<file path="src/rtl/wowa_sar_pkg.sv">
// Shared types and parameter defaults for the WOWA SAR ADC controller.
// Pass averaging is built only when WOWA_SAR_AVG_EN is defined.
package wowa_sar_pkg;

    localparam int DEF_WIDTH    = 8;
    localparam int DEF_NCH      = 2;
    localparam int DEF_SETTLE   = 4;
    localparam int DEF_AVG_LOG2 = 2;

    typedef enum logic [1:0] {
        IDLE  = 2'd0,
        WARM  = 2'd1,
        TRIAL = 2'd2,
        DONE  = 2'd3
    } sar_state_e;

    function automatic int cw_of(input int nch);
        return (nch > 1) ? $clog2(nch) : 1;
    endfunction

endpackage

</file>
<file path="src/rtl/wowa_sar_if.sv">
// Request/analog bundle between a SAR controller (slave) and its user and
// analog front end (master).
interface wowa_sar_if
    import wowa_sar_pkg::*;
#(
    parameter int WIDTH = DEF_WIDTH,
    parameter int NCH   = DEF_NCH
) ();
    localparam int CW = cw_of(NCH);

    logic             start;
    logic [CW-1:0]    chan;
    logic             busy;
    logic [WIDTH-1:0] dac_set;
    logic [CW-1:0]    chan_sel;
    logic             comparator_nen;
    logic             analog_comparator_out;
    logic             result_ready;
    logic [WIDTH-1:0] result;
    logic [CW-1:0]    result_chan;

    modport master (
        output start, chan, analog_comparator_out,
        input  busy, dac_set, chan_sel, comparator_nen,
        input  result_ready, result, result_chan
    );

    modport slave (
        input  start, chan, analog_comparator_out,
        output busy, dac_set, chan_sel, comparator_nen,
        output result_ready, result, result_chan
    );

endinterface

</file>
<file path="src/rtl/wowa_settle_timer.sv">
// Down-counter timing one SETTLE window; done marks the window's last cycle.
module wowa_settle_timer #(
    parameter int SETTLE = 4
) (
    input  logic clk,
    input  logic rst,
    input  logic load,
    input  logic count,
    output logic done
);
    logic [7:0] cnt;

    always_ff @(posedge clk or posedge rst) begin
        if (rst) begin
            cnt <= 8'd0;
        end else if (load) begin
            cnt <= 8'(SETTLE - 1);
        end else if (count && cnt != 8'd0) begin
            cnt <= cnt - 8'd1;
        end
    end

    assign done = count && (cnt == 8'd0);

endmodule

</file>
<file path="src/rtl/wowa_sar_ctrl.sv">
// SAR ADC conversion sequencer: warm-up, one trial per bit, done pulse.
// Define WOWA_SAR_AVG_EN to average 2^AVG_LOG2 trial passes per conversion.
module wowa_sar_ctrl
    import wowa_sar_pkg::*;
#(
    parameter int WIDTH    = DEF_WIDTH,
    parameter int NCH      = DEF_NCH,
    parameter int SETTLE   = DEF_SETTLE,
    parameter int AVG_LOG2 = DEF_AVG_LOG2
) (
    input  logic      clk,
    input  logic      rst,
    wowa_sar_if.slave bus
);
    localparam int CW = cw_of(NCH);
    localparam int BW = $clog2(WIDTH);

    localparam logic [1:0] ST_IDLE  = IDLE;
    localparam logic [1:0] ST_WARM  = WARM;
    localparam logic [1:0] ST_TRIAL = TRIAL;
    localparam logic [1:0] ST_DONE  = DONE;

    logic [1:0]       state;
    logic [WIDTH-1:0] code;
    logic [BW-1:0]    bit_idx;
    logic [CW-1:0]    chan_sel;
    logic [WIDTH-1:0] result;
    logic [CW-1:0]    result_chan;
    logic             cmp_q1;
    logic             cmp_q2;
    logic             tmr_done;
    logic             last_pass;
    logic [WIDTH-1:0] out_code;

    logic             accept;
    logic             last_bit;
    logic             finish;
    logic [WIDTH-1:0] trial_code;
    logic [WIDTH-1:0] final_code;
    logic [CW-1:0]    chan_clamped;

    assign accept     = bus.start && (state == ST_IDLE || state == ST_DONE);
    assign last_bit   = (bit_idx == '0);
    assign trial_code = code | (WIDTH'(1) << bit_idx);
    assign final_code = cmp_q2 ? trial_code : code;
    assign finish     = (state == ST_TRIAL) && tmr_done && last_bit && last_pass;

    assign chan_clamped = (int'(bus.chan) >= NCH) ? CW'(NCH - 1) : bus.chan;

    wowa_settle_timer #(.SETTLE(SETTLE)) u_timer (
        .clk   (clk),
        .rst   (rst),
        .load  (accept || (tmr_done && !finish)),
        .count (state == ST_WARM || state == ST_TRIAL),
        .done  (tmr_done)
    );

`ifdef WOWA_SAR_AVG_EN
    localparam int AW = WIDTH + AVG_LOG2;
    localparam int PW = (AVG_LOG2 > 0) ? AVG_LOG2 : 1;

    logic [AW-1:0] acc;
    logic [PW-1:0] pass;
    logic [AW-1:0] sum;

    assign sum       = acc + AW'(final_code);
    assign last_pass = (AVG_LOG2 == 0) || (pass == PW'((1 << AVG_LOG2) - 1));
    assign out_code  = WIDTH'(sum >> AVG_LOG2);

    always_ff @(posedge clk or posedge rst) begin
        if (rst) begin
            acc  <= '0;
            pass <= '0;
        end else if (state == ST_WARM) begin
            acc  <= '0;
            pass <= '0;
        end else if (state == ST_TRIAL && tmr_done && last_bit && !last_pass) begin
            acc  <= sum;
            pass <= pass + PW'(1);
        end
    end
`else
    // single pass for any legal AVG_LOG2
    assign last_pass = (AVG_LOG2 >= 0);
    assign out_code  = final_code;
`endif

    always_ff @(posedge clk or posedge rst) begin
        if (rst) begin
            state       <= ST_IDLE;
            code        <= '0;
            bit_idx     <= '0;
            chan_sel    <= '0;
            result      <= '0;
            result_chan <= '0;
            cmp_q1      <= 1'b0;
            cmp_q2      <= 1'b0;
        end else begin
            cmp_q1 <= bus.analog_comparator_out;
            cmp_q2 <= cmp_q1;
            unique case (state)
                ST_IDLE, ST_DONE: begin
                    if (accept) begin
                        state    <= ST_WARM;
                        chan_sel <= chan_clamped;
                    end else begin
                        state <= ST_IDLE;
                    end
                end
                ST_WARM: begin
                    if (tmr_done) begin
                        state   <= ST_TRIAL;
                        code    <= '0;
                        bit_idx <= BW'(WIDTH - 1);
                    end
                end
                ST_TRIAL: begin
                    if (tmr_done) begin
                        if (!last_bit) begin
                            code    <= final_code;
                            bit_idx <= bit_idx - BW'(1);
                        end else if (!last_pass) begin
                            code    <= '0;
                            bit_idx <= BW'(WIDTH - 1);
                        end else begin
                            state       <= ST_DONE;
                            result      <= out_code;
                            result_chan <= chan_sel;
                        end
                    end
                end
                default: state <= ST_IDLE;
            endcase
        end
    end

    assign bus.busy           = (state != ST_IDLE);
    assign bus.dac_set        = (state == ST_TRIAL) ? trial_code : '0;
    assign bus.chan_sel       = chan_sel;
    assign bus.comparator_nen = (state == ST_IDLE);
    assign bus.result_ready   = (state == ST_DONE);
    assign bus.result         = result;
    assign bus.result_chan    = result_chan;

endmodule

</file>
<file path="src/flat_wrapper.sv">
// flat-port wrapper written by rule: the top's interface ports become plain ports
module wowa_sar_ctrl_flat import wowa_sar_pkg::*;
#(
    parameter int WIDTH    = DEF_WIDTH,
    parameter int NCH      = DEF_NCH,
    parameter int SETTLE   = DEF_SETTLE,
    parameter int AVG_LOG2 = DEF_AVG_LOG2
)
  (clk, rst, bus_start, bus_chan, bus_analog_comparator_out, bus_busy, bus_dac_set, bus_chan_sel, bus_comparator_nen, bus_result_ready, bus_result, bus_result_chan);
  wowa_sar_if #(.WIDTH(WIDTH), .NCH(NCH)) bus_i ();
  input  logic clk;
  input  logic rst;
  input wire logic [$bits(bus_i.start)-1:0] bus_start;
  input wire logic [$bits(bus_i.chan)-1:0] bus_chan;
  input wire logic [$bits(bus_i.analog_comparator_out)-1:0] bus_analog_comparator_out;
  output wire logic [$bits(bus_i.busy)-1:0] bus_busy;
  output wire logic [$bits(bus_i.dac_set)-1:0] bus_dac_set;
  output wire logic [$bits(bus_i.chan_sel)-1:0] bus_chan_sel;
  output wire logic [$bits(bus_i.comparator_nen)-1:0] bus_comparator_nen;
  output wire logic [$bits(bus_i.result_ready)-1:0] bus_result_ready;
  output wire logic [$bits(bus_i.result)-1:0] bus_result;
  output wire logic [$bits(bus_i.result_chan)-1:0] bus_result_chan;
  assign bus_i.start = bus_start;
  assign bus_i.chan = bus_chan;
  assign bus_i.analog_comparator_out = bus_analog_comparator_out;
  assign bus_busy = bus_i.busy;
  assign bus_dac_set = bus_i.dac_set;
  assign bus_chan_sel = bus_i.chan_sel;
  assign bus_comparator_nen = bus_i.comparator_nen;
  assign bus_result_ready = bus_i.result_ready;
  assign bus_result = bus_i.result;
  assign bus_result_chan = bus_i.result_chan;
  wowa_sar_ctrl #(.WIDTH(WIDTH), .NCH(NCH), .SETTLE(SETTLE), .AVG_LOG2(AVG_LOG2)) u_core (.clk(clk), .rst(rst), .bus(bus_i));
endmodule
</file>
<file path="config.mk">
export PLATFORM = sky130hd
export DESIGN_NAME = wowa_sar_ctrl_flat
export DESIGN_NICKNAME = d
export VERILOG_FILES = /design/src/rtl/wowa_sar_pkg.sv /design/src/rtl/wowa_sar_if.sv /design/src/rtl/wowa_settle_timer.sv /design/src/rtl/wowa_sar_ctrl.sv /design/src/flat_wrapper.sv
export SDC_FILE = /design/constraint.sdc
export NUM_CORES = 1
export LEC_CHECK = 0
export ABC_CLOCK_PERIOD_IN_PS = 2410
export BUFFER_PORTS_ARGS = -buffer_cell sky130_fd_sc_hd__clkbuf_2
export CAP_MARGIN = 20
export CORE_MARGIN = 3
export CORE_UTILIZATION = 42
export CTS_CLUSTER_DIAMETER = 50
export DETAILED_ROUTE_END_ITERATION = 16
export GPL_TIMING_DRIVEN = 0
export PLACE_DENSITY_LB_ADDON = 0.3
export SYNTH_ARGS = -nofsm -noshare
export SYNTH_HDL_FRONTEND = slang
export SYNTH_HIERARCHICAL = 1
export SYNTH_SLANG_ARGS = --single-unit
</file>
<file path="constraint.sdc">
create_clock -name clk -period 2.41 [get_ports clk]
set_input_delay 0.1205 -clock clk [delete_from_list [all_inputs] [get_ports clk]]
set_output_delay 0.1205 -clock clk [all_outputs]
set_load 0.02 [all_outputs]
</file>
Word level (Yosys, flattened, before mapping)
Cells that the tools add are included.
{ "classes": {"n_addsub": 2, "multipliers": 0, "div": 0, "order_cmp": 0, "n_eq_ne": 7, "shift": 1, "mux": 17, "bitwise_logic": 1, "reduce_logical": 22} }
{ "ops": {"columns": ["op", "count"], "rows": [
  ["$mux 8", 7],
  ["$pmux 8 s2", 1],
  ["$mux 3", 3],
  ["$logic_not 8->1", 1],
  ["$or 8x8->8", 1],
  ["$reduce_bool 8->1", 1],
  ["$shl 1x3->8 const A", 1],
  ["$sub 8x1->8 const B", 1],
  ["$logic_and 1x1->1", 6],
  ["$mux 2", 3],
  ["$ne 2x1->1 const B", 3],
  ["$pmux 2 s3", 1],
  ["$pmux 3 s2", 1],
  ["$reduce_and 3->1", 2],
  ["$reduce_bool 2->1", 3],
  ["$eq 2x2->1 const B", 2],
  ["$reduce_and 4->1", 1],
  ["$logic_not 3->1", 1],
  ["$logic_or 1x1->1", 3],
  ["$sub 3x1->3 const B", 1],
  ["$eq 2x1->1 const B", 1],
  ["$logic_not 2->1", 1],
  ["$ne 2x2->1 const B", 1],
  ["$reduce_and 2->1", 1],
  ["3 further kinds", 3]
]} }
{ "totals": {"ff_bits": 33, "latchBits": 0, "mem_bits_rw": 0, "rom_bits": 0, "input_bits": 5, "out_inout_bits": 21, "wordCells": 59, "mem_count": 0} }

Longest topological paths before layout
{ "depth": {"ltp_word": 9, "depth_mapped": 9, "ltp_nobuf": 7} }

Hierarchy
The synthesis kept the hierarchy.
{ "modules_own_cells": {"columns": ["mod", "n_inst", "cells_per_inst", "area_each_um2", "seq_area_each_um2"], "rows": [
  ["wowa_sar_ctrl", 1, 122, 1307.5, 625.6],
  ["wowa_settle_timer", 1, 49, 467.9, 200.2]
]} }

Worst setup path after synthesis
No wires, ideal clock.
{ "synth_timing": {"kind": "reg-to-reg", "from": "reg u_core.u_timer.cnt[0]", "to": "reg u_core.u_timer.cnt[3]", "setup_ns": 0.125, "arrival_ns": 2.085, "required_time_ns": 2.285, "path_slack_ns": 0.200, "path_stages_with_launch": 10, "path_buffers": 2, "synth_period_minus_slack_ns": 2.210, "path_cell_list": "dfrtp_1 inv_1 ha_1 nor3b_1 and3_1 buf_2 a21o_1 clkbuf_1 nor2_1 mux2_2"} }
{ "synth_via": {"elab_chain_len": 8, "word_cells_on_any_way": 13, "classes_between": "add/sub (1); mux (2); reduce/logical (10)"} }
{ "synth_rtl": {"columns": ["item", "line", "rtl"], "rows": [
  ["start, declared", "wowa_settle_timer.sv:11", "logic [7:0] cnt;"],
  ["start signal, assigned", "wowa_settle_timer.sv:17", "cnt <= 8'(SETTLE - 1);"],
  ["start signal, assigned", "wowa_settle_timer.sv:19", "cnt <= cnt - 8'd1;"],
  ["$logic_not 8->1 (*)", "wowa_settle_timer.sv:23", "assign done = count && (cnt == 8'd0);"],
  ["$logic_and 1x1->1 (*)", "wowa_settle_timer.sv:23", null],
  ["net u_core.tmr_done", "wowa_sar_ctrl.sv:31", "logic tmr_done;"],
  ["$logic_and 1x1->1 (2 in a row)", "wowa_sar_ctrl.sv:46", "assign finish = (state == ST_TRIAL) && tmr_done && last_bit && last_pass;"],
  ["$logic_not 1->1", "wowa_sar_ctrl.sv:53", ".load (accept || (tmr_done && !finish)),"],
  ["$logic_and 1x1->1 (*)", "wowa_sar_ctrl.sv:53", null],
  ["$logic_or 1x1->1 (*)", "wowa_sar_ctrl.sv:53", null],
  ["$mux 8 or $reduce_bool 2->1 (tied branches)", null, null]
]} }
Mark *: on every way through the listed nets, which the timed path passes. The rest lies on a longest branch. The select of a mux whose other input is x is not followed.
A chain may end at the register's enable or synchronous reset.

Final worst setup path
{ "layout_timing": {"from": "reg u_core.u_timer.cnt[0]", "to": "reg u_core.state[1]"} }
{ "layout_via": {"elab_chain_len": 4, "word_cells_on_any_way": 5, "classes_between": "eq/ne (2); reduce/logical (3)"} }
{ "layout_rtl": {"columns": ["item", "line", "rtl"], "rows": [
  ["$logic_not 8->1 (*)", "wowa_settle_timer.sv:23", null],
  ["$logic_and 1x1->1 (*)", "wowa_settle_timer.sv:23", null],
  ["net u_core.tmr_done", "wowa_sar_ctrl.sv:31", null],
  ["$ne 2x1->1 (no line)", null, null],
  ["$reduce_and 3->1 (no line) (*)", null, null],
  ["end signal, assigned", "wowa_sar_ctrl.sv:90", "state <= ST_IDLE;"],
  ["end signal, assigned", "wowa_sar_ctrl.sv:104", "state <= ST_WARM;"],
  ["end signal, assigned", "wowa_sar_ctrl.sv:107", "state <= ST_IDLE;"],
  ["end, declared", "wowa_sar_ctrl.sv:23", "logic [1:0] state;"]
]} }
Mark *: on every way through the listed nets, which the timed path passes. The rest lies on a longest branch.

==> run summary <==
status -> finished, final reports clean
Int Power -> 1660 µW
syn avg cell area -> 10.4 µm²
Initial Utilization -> 44.1%
Slew @ Worst Pin -> 0.986 ns
CTS tree -> built
ANT nets after route -> 0
maximum VDD drop -> 0.858 mV
Tot Pwr -> 2800 µW
num rows -> 23
class of the worst hold path -> in -> reg
Max H-tree Level -> 2
post-synthesis register bit count -> 33
Clock Latency Late Sink -> 0.28 ns
met1 wire length -> 1.72 mm
Fillers -> 381
crit-path cells -> inv_1 > ha_1 > nor3b_2 > and3_1 > buf_2 > nand3b_1 > a21oi_2 > mux2_1
Final GP Congestion -> 0.746
Final Cycle Share -> 91.6%
worst hold slack -> 0.0790 ns
Chip Height -> 71.0 µm
WP data arrival -> 2.37 ns
footprint of the multi-input gates -> 870 µm²
syn_nets -> 186
path type of the worst setup path -> reg -> reg
CP Launch Type -> flop
Clock Power Share -> 19.0%
via count -> 1345
Vias/cell -> 5.27
Reg clk slew, reported paths -> 0.07 ns
Seq pwr share -> 32.6%
Combinational Power Share -> 48.4%
max frequency -> 453 MHz
routed length on met2 -> 1.62 mm
Slew headroom -> 34.2%
Slowest cell on crit path -> dfrtp_1
PortBufs -> 25
number of max-cap violations -> 0
Sw Share -> 40.5%
Mapped Cells -> 171
CTS Buf Count -> 5
nets@finish -> 219
library cells used by synthesis -> 38
Power Density -> 1330 nW/µm²
NetSw -> 1130 µW
Remaining DRCs -> 0
Cell Area, Synth -> 1780 µm²
Clock Sinks -> 33
Synth warnings -> 6
layout cells sized above 1 -> 24.9%
WL/cell -> 14.0 µm
Final Max Tran Viols -> 0
Area Overhead vs Synth -> 18.7%
Seq/Total Area, Yosys -> 46.5%
drt pass-1 iters -> 4
first-iteration detailed-routing DRC count -> 62
DP HPWL -> 2.64 mm
metal3 WL -> 176 µm
Horiz. Die Dim -> 71.0 µm
Setup Viol. Count Final -> 0
CP Data Required Time -> 2.57 ns
Die Area -> 5040 µm²
initial antenna violation count -> 0
total core area -> 4030 µm²
largest net degree at the start of global routing -> 26
LEAKAGE -> 0.00103 µW
fin crit period -> 2.21 ns
Hold Vio Cnt, Final -> 0
final WL -> 3.56 mm
Critical Path Max Stage Delay -> 0.39 ns
CP endpoint kind -> flop
top sig layer -> met4
Final Skew -> 0.00646 ns
n_diodes -> 0
most frequent cells in the layout -> 33 x dfrtp_1, 25 x clkbuf_2, 14 x a21oi_1
setup_tns -> 0 ns
# IOs -> 26
all-layer global routing usage -> 15.5%
most common cell after layout, fill and taps aside -> dfrtp_1
first-pass GRT wire length -> 6.29 mm
GRT overflow -> 0
FF/Latch Area -> 826 µm²
vias in the first global route -> 1348
crit path max fanout -> 9
post-CTS setup buffers -> 0
root buf cell -> clkbuf_8
Max Root-Sink Buffers -> 2
RSZ-0062 raised after global routing -> no
==> cells in the mapped netlist <==
master | n | share of area, %
dfrtp_1 | 33 | 47
a21oi_1 | 14 | 3.9
nor2b_1 | 13 | 4.6
nand2_1 | 12 | 2.5
inv_1 | 11 | 2.3
o21ai_1 | 11 | 3.1
ha_1 | 10 | 7.0
o22a_1 | 7 | 3.5
nor2_1 | 6 | 1.3
o21a_1 | 6 | 2.5
buf_2 | 5 | 1.4
a31oi_1 | 4 | 1.4
mux2i_1 | 4 | 2.3
mux2_2 | 3 | 1.9
o21ai_0 | 3 | 0.85
a22oi_1 | 2 | 0.85
and3_1 | 2 | 0.70
buf_6 | 2 | 1.3
mux2_1 | 2 | 1.3
o31ai_1 | 2 | 0.85
or4b_1 | 2 | 1.1
a211o_1 | 1 | 0.49
a211oi_1 | 1 | 0.42
a21boi_0 | 1 | 0.42
a21o_1 | 1 | 0.42
a21oi_2 | 1 | 0.49
and2b_1 | 1 | 0.42
clkbuf_1 | 1 | 0.21
nand3_1 | 1 | 0.28
nand3b_1 | 1 | 0.42
nand3b_4 | 1 | 1.1
nand4b_4 | 1 | 1.3
nor3b_1 | 1 | 0.42
nor4_1 | 1 | 0.35
or3_2 | 1 | 0.42
or3b_2 | 1 | 0.49
or4_1 | 1 | 0.42
or4_4 | 1 | 0.63
==> metrics by stage <==
stage / setup WS (ns) / util, % / cell area (µm²) / cells
floorplan: 0.200 / - / 1780 / 171
global placement: -0.159 / 48.7 / 1960 / 246
detailed placement: -0.180 / 48.7 / 1960 / 246
CTS: 0.133 / 52.3 / 2110 / 255
global route: 0.0265 / 52.3 / 2110 / 255
finish: 0.203 / 52.3 / 2110 / 255
==> timing repair <==
item                                   4_1_cts  5_1_grt
endpoints found under the hold margin        9        0
gates resized for setup                      2        1
pin swaps                                    0        0
setup endpoints to repair                    4        2
hold buffers                                 2        0
==> worst paths after layout <==
kind,startpoint,to,slack [ns],cells after the start
worst max register to register,u_core/u_timer/cnt[0],u_core/state[1],0.20,8
worst min-delay path,bus_chan,u_core/bus.chan_sel,0.08,2
min in group asynchronous,rst,u_core/u_timer/cnt[6],0.34,3
worst max-delay path,u_core/u_timer/cnt[0],u_core/state[1],0.20,8
worst min register to register,u_core/cmp_q1,u_core/cmp_q2,0.36,0
max in group asynchronous,rst,u_core/bus.chan_sel,1.19,3
==> logic make-up after synthesis <==
| kind of cell | share of synthesized area [%] |
|---|---|
| buffers and inverters | 5.21 |
| flip-flops | 46.5 |
| multiplexers | 5.43 |
| AO/OA/AOI/OAI | 19.2 |
| adder cells (fa/ha/maj) | 7.05 |
| AND/OR/NAND/NOR | 16.6 |
==> critical path: cells and delay by family, from the launching register on <==
kind                     cells  cell delay, ns
multiplexers                 1            0.34
adder cells (fa/ha/maj)      1            0.18
AO/OA/AOI/OAI                1            0.20
AND/OR/NAND/NOR              3            0.68
buffers and inverters        2            0.29
flip-flops                   1            0.39
==> power groups by stage <==
| stage | combinational [µW] | sequential (µW) | clock (µW) |
|---|---|---|---|
| 3_5_place_dp | 1350 | 916 | 0 |
| 6_report | 1350 | 911 | 530 |
| 4_1_cts | 1360 | 911 | 539 |
| 3_3_place_gp | 1320 | 904 | 0 |
| 5_1_grt | 1510 | 942 | 571 |
| 2_1_floorplan | 977 | 951 | 0 |
==> final cells by class <==
type	instances	area share, %
Clock inverter	1	1.42
Sequential cell	33	39.2
Timing Repair Buffer	27	6.88
Inverter	11	1.96
Buffer	7	2.26
Clock buffer	7	4.09
Multi-Input combinational cell	119	41.2
Tap cell	50	2.97
==> sequential cells by signal (all words and copies together) (netlist names) <==
| signal | flops |
|---|---|
| u_core/bus.result_chan | 1 |
| u_core/state | 2 |
| u_core/cmp_q2 | 1 |
| u_core/bus.chan_sel | 1 |
| u_core/code | 8 |
| u_core/bit_idx | 3 |
| u_core/cmp_q1 | 1 |
| u_core/bus.result | 8 |
| u_core/u_timer/cnt | 8 |
==> layer usage <==
metal | GRT usage, % | vias to the layer above
li1 | - | 673
met1 | 22.3 | 636
met4 | 4.38 | 0
met5 | 0 | -
met2 | 23.5 | 31
met3 | 3.55 | 5
No activity file was read; power rests on OpenSTA's default activity.
